$ cat src/rtl/m68k_bus_ctrl.sv
// 68000 bus controller: decodes the CPU address into regions, generates DTACKn
// after per-region wait states / ready, raises BERRn on unmapped or stalled accesses.
module m68k_bus_ctrl #(
   parameter int          NREGIONS     = 4,
   parameter int          DEC_HI       = 17,
   parameter int          DEC_LO       = 15,
   parameter logic [31:0] WAIT_STATES  = 32'h0000_1000,
   parameter logic [7:0]  READY_MASK   = 8'h00,
   parameter int          BERR_TIMEOUT = 64
) (
   input  logic                     clk,
   input  logic                     reset_n,
   input  logic                     cpu_as_n,
   input  logic                     cpu_uds_n,
   input  logic                     cpu_lds_n,
   input  logic                     cpu_rw,
   input  logic [23:1]              cpu_a,
   input  logic [16*NREGIONS-1:0]   region_din,
   input  logic [NREGIONS-1:0]      region_ready,
   output logic [15:0]              cpu_din,
   output logic                     dtack_n,
   output logic                     berr_n,
   output logic [NREGIONS-1:0]      sel,
   output logic                     rd_en,
   output logic                     wr_stb,
   output logic                     ub,
   output logic                     lb
);

   localparam int IW = DEC_HI - DEC_LO + 1;
   localparam int TW = $clog2(BERR_TIMEOUT + 1);

   typedef enum logic [1:0] {S_IDLE, S_WAIT, S_ACK, S_BERR} state_t;

   state_t                state, state_d;
   logic [IW-1:0]         idx_q, idx_d, idx_in;
   logic                  rw_q, rw_d;
   logic [3:0]            wait_cnt, wait_cnt_d, wait_ld;
   logic [TW-1:0]         tmo_cnt, tmo_cnt_d, tmo_inc;
   logic [15:0]           cpu_din_d, rdata;
   logic                  dtack_n_d, berr_n_d, rd_en_d, wr_stb_d, ub_d, lb_d;
   logic [NREGIONS-1:0]   sel_d, sel_ld;
   logic                  rdy_ok, go, start;

   // Only the decode field is used here; the regions consume the rest of the address.
   logic unused_addr;
   assign unused_addr = ^cpu_a;

   always_comb begin
      idx_in  = cpu_a[DEC_HI:DEC_LO];
      wait_ld = 4'd0;
      sel_ld  = '0;
      rdata   = 16'h0000;
      rdy_ok  = 1'b0;
      for (int r = 0; r < NREGIONS; r++) begin
         if (idx_in == IW'(r)) begin
            wait_ld   = WAIT_STATES[4*r +: 4];
            sel_ld[r] = 1'b1;
         end
         if (idx_q == IW'(r)) begin
            rdata  = region_din[16*r +: 16];
            rdy_ok = !READY_MASK[r] || region_ready[r];
         end
      end
      go      = (wait_cnt == 4'd0) && rdy_ok;
      tmo_inc = tmo_cnt + TW'(1);
      start   = !cpu_as_n && (cpu_rw || !cpu_uds_n || !cpu_lds_n);
   end

   always_comb begin
      state_d    = state;
      idx_d      = idx_q;
      rw_d       = rw_q;
      wait_cnt_d = wait_cnt;
      tmo_cnt_d  = tmo_cnt;
      cpu_din_d  = cpu_din;
      dtack_n_d  = dtack_n;
      berr_n_d   = berr_n;
      sel_d      = sel;
      rd_en_d    = rd_en;
      wr_stb_d   = 1'b0;
      ub_d       = ub;
      lb_d       = lb;
      unique case (state)
         S_IDLE: begin
            if (start) begin
               idx_d = idx_in;
               rw_d  = cpu_rw;
               ub_d  = !cpu_uds_n;
               lb_d  = !cpu_lds_n;
               // No region matched the index: unmapped access.
               if (sel_ld == '0) begin
                  state_d  = S_BERR;
                  berr_n_d = 1'b0;
               end else begin
                  state_d    = S_WAIT;
                  wait_cnt_d = wait_ld;
                  tmo_cnt_d  = '0;
                  sel_d      = sel_ld;
                  rd_en_d    = cpu_rw;
               end
            end
         end
         S_WAIT: begin
            if (cpu_as_n) begin
               state_d = S_IDLE;
               sel_d   = '0;
               rd_en_d = 1'b0;
               ub_d    = 1'b0;
               lb_d    = 1'b0;
            end else if (go) begin
               state_d   = S_ACK;
               dtack_n_d = 1'b0;
               if (rw_q) cpu_din_d = rdata;
               else      wr_stb_d  = 1'b1;
            end else begin
               wait_cnt_d = (wait_cnt != 4'd0) ? wait_cnt - 4'd1 : 4'd0;
               tmo_cnt_d  = tmo_inc;
               if (tmo_inc == TW'(BERR_TIMEOUT)) begin
                  state_d  = S_BERR;
                  berr_n_d = 1'b0;
               end
            end
         end
         S_ACK, S_BERR: begin
            if (cpu_as_n) begin
               state_d   = S_IDLE;
               dtack_n_d = 1'b1;
               berr_n_d  = 1'b1;
               sel_d     = '0;
               rd_en_d   = 1'b0;
               ub_d      = 1'b0;
               lb_d      = 1'b0;
            end
         end
         default: state_d = S_IDLE;
      endcase
   end

   always_ff @(posedge clk or negedge reset_n) begin
      if (!reset_n) begin
         state    <= S_IDLE;
         idx_q    <= '0;
         rw_q     <= 1'b0;
         wait_cnt <= 4'd0;
         tmo_cnt  <= '0;
         cpu_din  <= 16'h0000;
         dtack_n  <= 1'b1;
         berr_n   <= 1'b1;
         sel      <= '0;
         rd_en    <= 1'b0;
         wr_stb   <= 1'b0;
         ub       <= 1'b0;
         lb       <= 1'b0;
      end else begin
         state    <= state_d;
         idx_q    <= idx_d;
         rw_q     <= rw_d;
         wait_cnt <= wait_cnt_d;
         tmo_cnt  <= tmo_cnt_d;
         cpu_din  <= cpu_din_d;
         dtack_n  <= dtack_n_d;
         berr_n   <= berr_n_d;
         sel      <= sel_d;
         rd_en    <= rd_en_d;
         wr_stb   <= wr_stb_d;
         ub       <= ub_d;
         lb       <= lb_d;
      end
   end

endmodule

$ cat config.mk
export PLATFORM = sky130hd
export DESIGN_NAME = m68k_bus_ctrl
export DESIGN_NICKNAME = d
export VERILOG_FILES = /design/src/rtl/m68k_bus_ctrl.sv
export SDC_FILE = /design/constraint.sdc
export NUM_CORES = 1
export LEC_CHECK = 0
export BUFFER_PORTS_ARGS = -buffer_cell sky130_fd_sc_hd__buf_2
export CAP_MARGIN = 40
export CELL_PAD_IN_SITES_DETAIL_PLACEMENT = 1
export CELL_PAD_IN_SITES_GLOBAL_PLACEMENT = 2
export CORE_MARGIN = 2
export CORE_UTILIZATION = 30
export DETAILED_ROUTE_END_ITERATION = 12
export PLACE_DENSITY = 0.89
export REMOVE_ABC_BUFFERS = 1
export SETUP_SLACK_MARGIN = 0.15
export SYNTH_ARGS = -nofsm -noshare
export SYNTH_HDL_FRONTEND = slang
export SYNTH_SLANG_ARGS = --single-unit
export TNS_END_PERCENT = 1
$ cat constraint.sdc
create_clock -name clk -period 5.15 [get_ports clk]
set_clock_uncertainty 0.15 [all_clocks]
set_input_delay 0.7725 -clock clk [delete_from_list [all_inputs] [get_ports clk]]
set_output_delay 0.7725 -clock clk [all_outputs]
set_load 0.02 [all_outputs]
After elaboration in Yosys (flattened, before gate mapping)
Cells that the tools add are included.
{"block": "totals", "latch_bits": 0, "rom_bits": 0, "out_inout_bits": 26, "in_bits": 97, "ff_bits": 43, "word_cells": 118, "ramBits": 0, "mem_count": 0}
{"block": "op_classes", "order_cmp": 0, "reduce_logical": 25, "n_addsub": 2, "div": 0, "shift": 0, "multipliers": 0, "n_eq_ne": 20, "mux": 57, "n_bitwise": 1}
{"op": "$mux 16", "n": 4}
{"op": "$mux 4", "n": 8}
{"op": "$mux 7", "n": 4}
{"op": "$mux 1", "n": 26}
{"op": "$ne 2x2->1 const B", "n": 8}
{"op": "$pmux 4 s2", "n": 2}
{"op": "$pmux 7 s2", "n": 1}
{"op": "$eq 3x2->1 const B", "n": 4}
{"op": "$mux 2", "n": 6}
{"op": "$logic_not 4->1", "n": 2}
{"op": "$pmux 1 s2", "n": 4}
{"op": "$reduce_and 4->1", "n": 2}
{"op": "$add 7x1->7 const B", "n": 1}
{"op": "$eq 7x7->1 const B", "n": 1}
{"op": "$eq 3x1->1 const B", "n": 2}
{"op": "$logic_not 3->1", "n": 2}
{"op": "$pmux 2 s3", "n": 1}
{"op": "$reduce_and 3->1", "n": 2}
{"op": "$reduce_and 6->1", "n": 1}
{"op": "$reduce_and 5->1", "n": 1}
{"op": "$eq 2x2->1 const B", "n": 2}
{"op": "$ne 4x4->1 const B", "n": 1}
{"op": "$reduce_and 2->1", "n": 2}
{"op": "$reduce_bool 2->1", "n": 2}
{"op": "other kinds (12)", "n": 16}

Depth between registers and ports, before layout
Gate-level depths: netlist (run 1).
{"block": "depth", "word_depth": 9, "ltp_mapped": 7, "depth_no_buf": 6}

Least setup slack after synthesis (run 1)
OpenSTA, ideal clock, no wires.
{"block": "synth_path", "kind": "input port to flip-flop", "from": "input port cpu_a[17] (netlist name)", "to": "register sel[0]", "setup_time_ps": 125, "setup_slack_ps": 3000, "t_arrival_ps": 1875, "stages": 3, "required_time_ps": 4875, "n_path_buf": 0, "cell_sequence": "or4_1 -> o21ai_2 -> mux2_2"}
{"block": "synth_between", "elab_chain_cells": 5, "elab_cells_between_ends": 14, "cone_classes": "4 x eq/ne; 7 x mux; 3 x reduce/logical"}
{"element": "start: declaration", "line": "17", "source": "input logic [23:1] cpu_a,"}
{"element": "$eq 3x1->1 (tied with other cells)", "line": "56", "source": "if (idx_in == IW'(r)) begin"}
{"element": "$mux 1", "line": "56"}
{"element": "$logic_not 4->1 or $mux 4 (tied branches)", "line": "92", "source": "if (sel_ld == '0) begin"}
{"element": "$ne 2x2->1 (no source line) or $mux 4 (tied branches)"}
{"element": "$reduce_and 3->1 (no source line) or $pmux 4 s2 (tied branches)"}
{"element": "end signal: assignment", "line": "164", "source": "sel <= sel_d;"}
{"element": "end: declaration", "line": "23", "source": "output logic [NREGIONS-1:0] sel,"}
Parallel ways exist; a longest one is shown, timed or not. The select of a mux whose other input is x is not followed.
A chain may end at the register's enable or synchronous reset.

Worst setup path after layout (run 1)
{"block": "layout_path", "from": "register wait_cnt[0]", "to": "register cpu_din[12]"}
{"block": "layout_between", "elab_chain_cells": 3}
{"element": "start: declaration", "line": "38", "source": "logic [3:0] wait_cnt, wait_cnt_d, wait_ld;"}
{"element": "start signal: assignment", "line": "159", "source": "wait_cnt <= wait_cnt_d;"}
{"element": "$logic_not 4->1", "line": "65", "source": "go = (wait_cnt == 4'd0) && rdy_ok;"}
{"element": "$logic_and 1x1->1", "line": "65"}
{"element": "$reduce_and 4->1 (no source line)"}
{"element": "end signal: assignment", "line": "161", "source": "cpu_din <= cpu_din_d;"}
{"element": "end: declaration", "line": "20", "source": "output logic [15:0] cpu_din,"}
Every way passes these cells.

==> results of run 1 <==
[synth_stat cells, types with 3 or more instances]
library cell	instances
a21oi_1	3
nor4_1	3
nand3_1	7
nor2_1	9
o21ai_0	10
mux2i_1	6
a21o_1	5
mux2_4	11
dfrtp_1	41
inv_1	7
mux4_2	16
and3_1	3
mux2_2	11
clkbuf_1	5
nor3_1	4
nand2_1	12
[power by group through the flow]
stage | registers [mW] | logic, mW | clock network (mW)
global placement | 0.587 | 0.627 | 0
CTS | 0.571 | 0.687 | 0.285
floorplan | 0.669 | 0.350 | 0
detailed placement | 0.577 | 0.684 | 0
global route | 0.594 | 0.727 | 0.300
finish | 0.569 | 0.675 | 0.274
[flip-flops by register name (all words and copies together), names as in the netlist]
name / flops
berr_n: 1
cpu_din: 16
dtack_n: 1
idx_q: 3
lb: 1
rd_en: 1
rw_q: 1
sel: 4
state: 2
tmo_cnt: 7
ub: 1
wait_cnt: 4
wr_stb: 1
[final timing paths]
check | start | to | slack (ns)
min | reset_n | cpu_din[5] | 0.32
max | wait_cnt[0] | cpu_din[12] | 2.87
max in group asynchronous | reset_n | berr_n | 3.94
max reg2reg | wait_cnt[0] | cpu_din[12] | 2.87
min reg2reg | dtack_n | dtack_n | 0.35
min in group clk | dtack_n | dtack_n | 0.35
[critical path, stage by stage, from the launching register on]
cell     delay (ns)
dfrtp_1        0.41
inv_1          0.09
ha_1           0.19
or4b_4         0.54
nor3_4         0.22
nand2_4        0.21
mux2_4         0.35
[cell usage in the layout (no fill, tap or decap), drive strengths merged, types with 3 or more instances in the layout]
cell type and instances:
mux2i 6, a21oi 3, nor4 3, dfrtp 41, and3 3, inv 8
a21o 5, o21ai 12, mux2 23, clkbuf 5, nand2 13, mux4 16
nand3 8, buf 100, nor3 5, nor2 9
[stage by stage]
stage | hold slack [ns] | worst slack, ns | cells | util
6_report | 0.320 | 2.87 | 395 | 0.409
3_5_place_dp | 0.337 | 2.60 | 387 | 0.394
4_1_cts | 0.334 | 2.86 | 395 | 0.409
3_3_place_gp | 0.323 | 2.68 | 385 | 0.387
5_1_grt | 0.354 | 2.76 | 395 | 0.409
2_1_floorplan | 0.298 | 3.00 | 185 | -
[layout make-up]
type / instances / area, sq um
well taps: 102 / 128
fillers: 884 / 4620
clock buffers: 5 / 68.8
flip-flops and latches: 43 / 1080
inverters: 7 / 26.3
repair buffers: 100 / 546
clock inverters: 3 / 46.3
multi-input cells: 135 / 1300
[cell families after synthesis]
group           synth area share
mux                        0.294
buf+inv                   0.0316
flops                      0.440
fa+ha+maj                 0.0102
simple gates               0.129
compound gates            0.0964
[routing by layer]
layer,wire (microns),share of wire
met1,2780,0.41
met2,3600,0.53
met3,208,0.031
met5,0,0
met4,184,0.027
==> metrics, run 1 <==
Synth async-reset ratio 1.00; number of synthesized flops with an enable pin 0; P_int 0.954 mW; Ant. Diodes 0; die height 94.4 microns; Max Slew Vio Count 0; Synth top area share 0.418; gr busiest metal met2; setup tns final 0 ns; Register-to-Register Path Depth 6; die area 8920 sq um; met3 GRT Util 0.0319; Syn Inst Count 194; Initial Util 0.314; Synth warnings 0; status complete, no violations; synth top area cells dfrtp_1, mux4_2, mux2_4, mux2_2, mux2i_1; final hold viol count 0; CTS tree done; RSZ-0062 raised after global routing false; DRC 0; register clock-pin slew on the reported worst setup and hold paths 0.10 ns; clk_lat worst skew approximately 0.3 ns; max-cap violation count 0; Pleak between 1.5 and 2 nW; CTS Buf Count 5; worst-path maximum fanout 16; Sw Ratio 0.372; CP Launch Type flip-flop; Setup Viol. Count Final 0; number of global-route vias before repair ~2200; CTS Sinks 43; Core Rows 32; Final period util 0.442; cts repair resizes 0; initial antenna violation count 0; global-route wire length before repair 10800 microns; dpl hpwl 5400 microns; setup bufs post-CTS 0; met1 Track Usage GR 0.191; Yosys cell types 47; DP Area between 3000 and 4000 sq um; Post-DRT Antenna Nets 0; Rel. slew slack 0.524; H-Tree Depth 2; maximum VDD drop 0.000193 V; Clk pwr share 0.180; Die X between 90 and 100 microns; drt first pass iters 4; sw power 0.564 mW; syn avg cell area 12.6 sq um; GPL Wtd Cong about 0.73; min-delay worst type input pin to async pin; Bufs on Longest Clock Path 2; Comb pwr share 0.444; Required @ worst endpoint 5.18 ns; sequential-to-total area share from yosys stat 0.440; root buf cell clkbuf_8; Synth Register Bits between 40 and 50; Worst-Margin Slew 0.714 ns; overall global routing resource usage 0.154; top_reg_cell synth dfrtp_1; I/O pins between 100 and 150; Power Total roughly 1.5 mW; IO Port Bufs 98; Post-Layout Inst Area 3190 sq um; worst setup path category flip-flop to flip-flop; Flop pwr share 0.375; Wirelength per Cell 17.1 microns; share of cells above drive strength 1 0.543; Period minus WS final 2.28 ns; Layout Area Growth over Synthesis 30.0%; drt first-iter violations 85; CP Capture Type flip-flop; Cell Pwr Density 476 nW/um^2; Core ar. 7810 sq um; vias per inst ~5; Post-CTS Hold Buffers 0; nets roughly 400; f_max 439 MHz; WL final approximately 6800 microns; Post-Syn Area about 2500 sq um; largest net degree at the start of global routing 25; Synth area leader dfrtp_1; crit path DAT between 2 and 2.5 ns; met2 Usage GRT 0.269; via total after detailed routing 1994; gr ovfl total 0
No activity file was read; power rests on OpenSTA's default activity.
==> run 2, diff against run 1 <==
Settings changed: ABC_AREA set to 1, CORE_UTILIZATION 30 to 21, PLACE_DENSITY 0.89 to 0.78.
Clock period 5.15 ns to 1.8 ns, I/O delays scaled along.
==> metrics, run 2 <==
status complete, no violations (unchanged); Wirelength per Cell 13.1 microns (was 17.1 microns); clk_lat worst skew 0.29 ns (was 0.30 ns); syn avg cell area 7.47 sq um (was 12.6 sq um); CTS Buf Count 5 (unchanged); Rel. slew slack 0.657 (was 0.524); Layout Area Growth over Synthesis 42.3% (was 30.0%); overall global routing resource usage 0.129 (was 0.154); Die X 112 microns (was 94.4 microns); CP Launch Type flip-flop (unchanged); GPL Wtd Cong 0.780 (was 0.726); RSZ-0062 raised after global routing true (was false); max-cap violation count 0 (unchanged); CTS Sinks 43 (unchanged); root buf cell clkbuf_16 (was clkbuf_8); most frequent cells after synthesis inv_1, nand2_1, nand3_1 (was dfrtp_1, mux4_2, nand2_1); Flop pwr share 0.305 (was 0.375); CP Capture Type flip-flop (unchanged); Bufs on Longest Clock Path 2 (unchanged); drt first-iter violations 96 (was 85); Synth warnings 0 (unchanged); vias per inst 4.44 (was 5.05); number of synthesized flops with an enable pin 0 (unchanged); fillcell total 1464 (was 884); Synth Register Bits 43 (unchanged); crit path DAT 1.69 ns (was 2.31 ns); WL final 7760 microns (was 6770 microns); dpl hpwl 6190 microns (was 5400 microns); Synth async-reset ratio 1.00 (unchanged); IO Port Bufs 98 (unchanged); nets 547 (was 391); Pleak 1.85 nW (was 1.57 nW); Reg area 1080 sq um (unchanged); sequential-to-total area share from yosys stat 0.438 (was 0.440); Period minus WS final 1.68 ns (was 2.28 ns); drt first pass iters 4 (unchanged); Yosys cell types 31 (was 47); final hold viol count 0 (unchanged); global-route wire length before repair 13400 microns (was 10800 microns); most frequent cells in the layout buf_2, nand2_1, inv_1, nand3_1, dfrtp_1 (was buf_2, dfrtp_1, mux4_2, nand2_1); die area 12600 sq um (was 8920 sq um); register clock-pin slew on the reported worst setup and hold paths 0.07 ns (was 0.10 ns); Top reg by flops cpu_din (unchanged); Setup WS pre-CTS -0.0683 ns (was 2.60 ns); largest registers cpu_din x16, tmo_cnt x7 (unchanged); area of the multi-input gates 1150 sq um (was 1300 sq um); Sw Ratio 0.427 (was 0.372); fin worst setup slack 0.121 ns (was 2.87 ns); maximum VDD drop 0.000537 V (was 0.000193 V); Max Slew Vio Count 0 (unchanged); Post-DRT Antenna Nets 0 (unchanged); Ant. Diodes 0 (unchanged); initial antenna violation count 0 (unchanged); commonest non-fill, non-tap cell in the layout buf_2 (unchanged); die height 112 microns (was 94.4 microns); f_max 596 MHz (was 439 MHz); Core Rows 39 (was 32); Clk pwr share 0.205 (was 0.180); number of global-route vias before repair 2738 (was 2153); worst path bufs/invs 2 (was 1); min-delay worst type input pin to flip-flop (was input pin to async pin); top_reg_cell synth dfrtp_1 (unchanged); setup tns final 0 ns (unchanged); Worst-Margin Slew 0.515 ns (was 0.714 ns); P_int 2.95 mW (was 0.954 mW); fin util 0.307 (was 0.409); Required @ worst endpoint 1.82 ns (was 5.18 ns); via total after detailed routing 2626 (was 1994); synth top area cells dfrtp_1, nand3_1, inv_1, nand2_1, nor2_1 (was dfrtp_1, mux4_2, mux2_4, mux2_2, mux2i_1); Final period util 0.933 (was 0.442); crit-path cells inv_2, ha_4, nand4_1, o21ai_2, nor2_4, buf_4, nand2_1, o21ai_1 (was inv_1, ha_1, or4b_4, nor3_4, nand2_4, mux2_4); Synth area leader dfrtp_1 (unchanged); Post-Syn Area 2460 sq um (was 2450 sq um); Setup Viol. Count Final 0 (unchanged); slowest CP cell dfrtp_1 (was or4b_4); gr ovfl total 0 (unchanged); largest net degree at the start of global routing 44 (was 25); Cell Pwr Density 1470 nW/um^2 (was 476 nW/um^2); Fin Hold WS 0.0378 ns (was 0.320 ns); Initial Util 0.216 (was 0.314); CTS tree done (unchanged); Comb pwr share 0.490 (was 0.444); sw power 2.19 mW (was 0.564 mW); critical path's largest stage delay 0.39 ns (was 0.54 ns); H-Tree Depth 2 (unchanged); DRC 0 (unchanged); max reg flops 16 (unchanged); worst setup path category flip-flop to flip-flop (unchanged); I/O pins 123 (unchanged); Syn Inst Count 330 (was 194); share of cells above drive strength 1 0.372 (was 0.543); worst-path maximum fanout 7 (was 16); Synth top area share 0.416 (was 0.418); CP top delay family flip-flops (was simple AND/OR/NAND/NOR gates); Core ar. 11400 sq um (was 7810 sq um)
-- run 2: cell count changes in the layout (fill, tap and decap cells not counted), moves of 15 or more --
cell	delta
a31oi_1	+15
nor2_1	+29
nand2_1	+35
buf_4	+23
mux4_2	-16
nand3_1	+34
inv_1	+39
o22ai_1	+17
-- run 2: layer usage --
metal	global-route usage	up-vias	share of wire
li1	-	1328	-
met3	0.0394	6	0.073
met5	0	-	0
met2	0.208	85	0.45
met4	0.0293	0	0.0068
met1	0.171	1207	0.47
-- run 2: path summary, 6_finish.rpt --
check / startpoint / end / slack [ns] / cells past startpoint
max in group asynchronous: reset_n / dtack_n / 0.91 / 3
min: cpu_a[16] / sel[0] / 0.04 / 2
min in group asynchronous: reset_n / ub / 0.33 / 3
max reg2reg: wait_cnt[0] / wait_cnt[0] / 0.12 / 8
min reg2reg: berr_n / berr_n / 0.31 / 2
max: wait_cnt[0] / wait_cnt[0] / 0.12 / 8
-- run 2: area by class of cell --
cell class / count / area share
multi-input combinational: 214 / 0.329
clock inverter: 3 / 0.0125
sequential: 43 / 0.308
timing repair buffer: 123 / 0.198
clock buffer: 5 / 0.0357
tap: 143 / 0.0511
inverter: 61 / 0.0660
-- run 2: repair_timing --
action / in CTS / in global routing
gates resized for setup: 13 / 4
setup endpoints to repair: 29 / 42
hold buffers: 1 / 0
endpoints found under the hold margin: 41 / 0
pin swaps: 7 / 2
buffers inserted: 0 / 2
-- run 2: logic make-up after synthesis --
kind of cell    Yosys count  synth area share
compound gates           64             0.158
xor+xnor                  2           0.00711
simple gates            146             0.267
fa+ha+maj                 2            0.0102
buf+inv                  73             0.120
flops                    43             0.438
-- run 2: through the flow --
step                cells  power [mW]  area, sq um
CTS                   590        5.13         3460
floorplan             318        2.98         2400
global route          592        5.58         3500
global placement      581        3.93         3250
detailed placement    581        4.00         3250
finish                592        5.14         3500
-- run 2: power groups by stage --
stage / Clock (mW) / Combinational [mW] / Sequential (mW)
final: 1.05 / 2.52 / 1.57
after global routing: 1.13 / 2.84 / 1.62
after CTS: 1.09 / 2.46 / 1.58
after detailed placement: 0 / 2.42 / 1.58
after global placement: 0 / 2.37 / 1.56
after floorplan: 0 / 1.15 / 1.84
==> run 3, diff against run 2 <==
Settings changed: CORE_ASPECT_RATIO set to 0.6.
==> metrics, run 3 (synthesized netlist as in run 2, its figures left out) <==
gr ovfl total 0 (unchanged); Hold EP ub (was sel[0]); max reg flops 16 (unchanged); slowest CP cell dfrtp_1 (unchanged); via total after detailed routing 2689 (was 2626); CTS Buf Count 5 (unchanged); met2 Usage GRT 0.234 (was 0.208); Post-DRT Antenna Nets 0 (unchanged); Bufs on Longest Clock Path 2 (unchanged); commonest non-fill, non-tap cell in the layout buf_2 (unchanged); overall global routing resource usage 0.148 (was 0.129); Post-Layout Inst Area 3620 sq um (was 3500 sq um); Required @ worst endpoint 1.83 ns (was 1.82 ns); crit path DAT 1.73 ns (was 1.69 ns); Max Slew Vio Count 0 (unchanged); most frequent cells in the layout buf_2, inv_1, nand2_1, dfrtp_1, nand3_1 (was buf_2, nand2_1, inv_1, nand3_1, dfrtp_1); drt first-iter violations 61 (was 96); Worst-Margin Slew 0.545 ns (was 0.515 ns); Crit. path cell count 9 (was 8); Ant. Diodes 0 (unchanged); Core ar. 11400 sq um (about the same); Rel. slew slack 0.637 (was 0.657); worst path bufs/invs 3 (was 2); final hold viol count 0 (unchanged); DRC 0 (unchanged); FF-to-FF setup slack 0.10 ns (was 0.12 ns); Die X 144 microns (was 112 microns); crit-path cells inv_2, ha_4, buf_6, nand4_1, o21ai_2, nor2_4, inv_2, a21oi_1, nor2_1 (was inv_2, ha_4, nand4_1, o21ai_2, nor2_4, buf_4, nand2_1, o21ai_1); WL final 8910 microns (was 7760 microns); Top reg by flops cpu_din (unchanged); met1 Track Usage GR 0.207 (was 0.171); die area 12600 sq um (about the same); Fin Hold WS 0.0373 ns (was 0.0378 ns); fin worst setup slack 0.101 ns (was 0.121 ns); status complete, no violations (unchanged); worst setup path category flip-flop to flip-flop (unchanged); Setup Viol. Count Final 0 (unchanged); dpl hpwl 6970 microns (was 6190 microns); Initial Util 0.217 (was 0.216); CP Launch Type flip-flop (unchanged); share of cells above drive strength 1 0.384 (was 0.372); Hold Crit Start cpu_uds_n (was cpu_a[16]); CP top delay family simple AND/OR/NAND/NOR gates (was flip-flops); fin util 0.318 (was 0.307); maximum VDD drop 0.000430 V (was 0.000537 V); initial antenna violation count 0 (unchanged); Cell Pwr Density 1470 nW/um^2 (about the same); min-delay worst type input pin to flip-flop (unchanged); Register-to-Register Path Depth 9 (was 8); CP Capture Type flip-flop (unchanged); largest net degree at the start of global routing 33 (was 44); critical path's largest stage delay 0.36 ns (was 0.39 ns); f_max 588 MHz (was 596 MHz); Period minus WS final 1.70 ns (was 1.68 ns); setup tns final 0 ns (unchanged); Power Total 5.34 mW (was 5.14 mW); clk_lat worst skew 0.29 ns (about the same); DP Area 3320 sq um (was 3250 sq um); worst reg2reg startpoint wait_cnt[0] (unchanged); Core Rows 30 (was 39); DP Cell Count 604 (was 581); Layout Area Growth over Synthesis 47.0% (was 42.3%); worst hold path cell count 2 (unchanged); Final period util 0.944 (was 0.933); RSZ-0062 raised after global routing true (unchanged); CTS Sinks 43 (unchanged); Top cell by count, worst path inv_2; Pleak 1.90 nW (was 1.85 nW); RR Endpoint tmo_cnt[2] (was wait_cnt[0]); number of global-route vias before repair 2847 (was 2738); worst-path maximum fanout 8 (was 7); largest registers cpu_din x16, tmo_cnt x7 (unchanged); die height 87.9 microns (was 112 microns); GPL Wtd Cong 0.855 (was 0.780); vias per inst 4.35 (was 4.44); H-Tree Depth 2 (unchanged); Layout Cells excl Fill 618 (was 592); Setup WS pre-CTS -0.0456 ns (was -0.0683 ns); Wirelength per Cell 14.4 microns (was 13.1 microns); global-route wire length before repair 14500 microns (was 13400 microns); gr busiest metal met2 (unchanged); met3 GRT Util 0.0355 (was 0.0394); IO Port Bufs 98 (unchanged); nets 556 (was 547); CTS tree done (unchanged); drt first pass iters 4 (unchanged); register clock-pin slew on the reported worst setup and hold paths 0.06 ns (was 0.07 ns); I/O pins 123 (unchanged); root buf cell clkbuf_16 (unchanged); max-cap violation count 0 (unchanged)
-- run 3: changes by cell type in the layout (fill, tap and decap cells not counted), sizes merged --
| cell | previous run | this run |
|---|---|---|
| buf | 122 | 131 |
| clkbuf | 5 | 8 |
| clkinv | 4 | 1 |
| bufinv | 1 | 0 |
| inv | 59 | 60 |
-- run 3: worst max-delay path by stage --
| stage | endpoint | start |
|---|---|---|
| floorplan | cpu_din[0] | idx_q[2] |
| global placement | rd_en | cpu_rw |
| detailed placement | cpu_din[4] | wait_cnt[0] |
| CTS | wait_cnt[0] | wait_cnt[1] |
| global route | state[0] | tmo_cnt[0] |
| finish | tmo_cnt[2] | wait_cnt[0] |
-- run 3: layout make-up --
class	count	area, sq um
inverter	61	238
sequential	43	1080
multi-input combinational	214	1170
clock buffer	8	156
fill	1428	7750
tap	160	200
timing repair buffer	132	779
-- run 3: worst reg2reg max path: cells and delay by family, from the launching register on --
kind,cells,cell delay (ns)
AO/OA/AOI/OAI,2,0.24
adder cells (fa/ha/maj),1,0.17
buffers and inverters,3,0.27
flip-flops,1,0.36
AND/OR/NAND/NOR,3,0.41
-- run 3: report_power, final --
group | internal (mW) | leakage [nW] | total, mW | switching (mW)
Sequential | 1.32 | 0.561 | 1.58 | 0.263
Clock | 0.592 | 0.0772 | 0.981 | 0.389
Combinational | 1.12 | 1.26 | 2.77 | 1.65
Total | 3.03 | 1.90 | 5.34 | 2.31
-- run 3: what timing repair did --
action	CTS	global route
setup buffers	3	2
pin swaps	5	4
gates cloned	0	0
gates resized for setup	9	18
hold buffers	1	0
endpoints found under the setup margin	36	35
hold endpoints to repair	18	0
-- run 3: layer usage --
metal	wire, microns	part of all wire	up-vias
li1	-	-	1352
met1	4600	0.52	1267
met2	3800	0.43	64
met3	437	0.049	6
met4	74	0.0083	0
met5	0	0	-
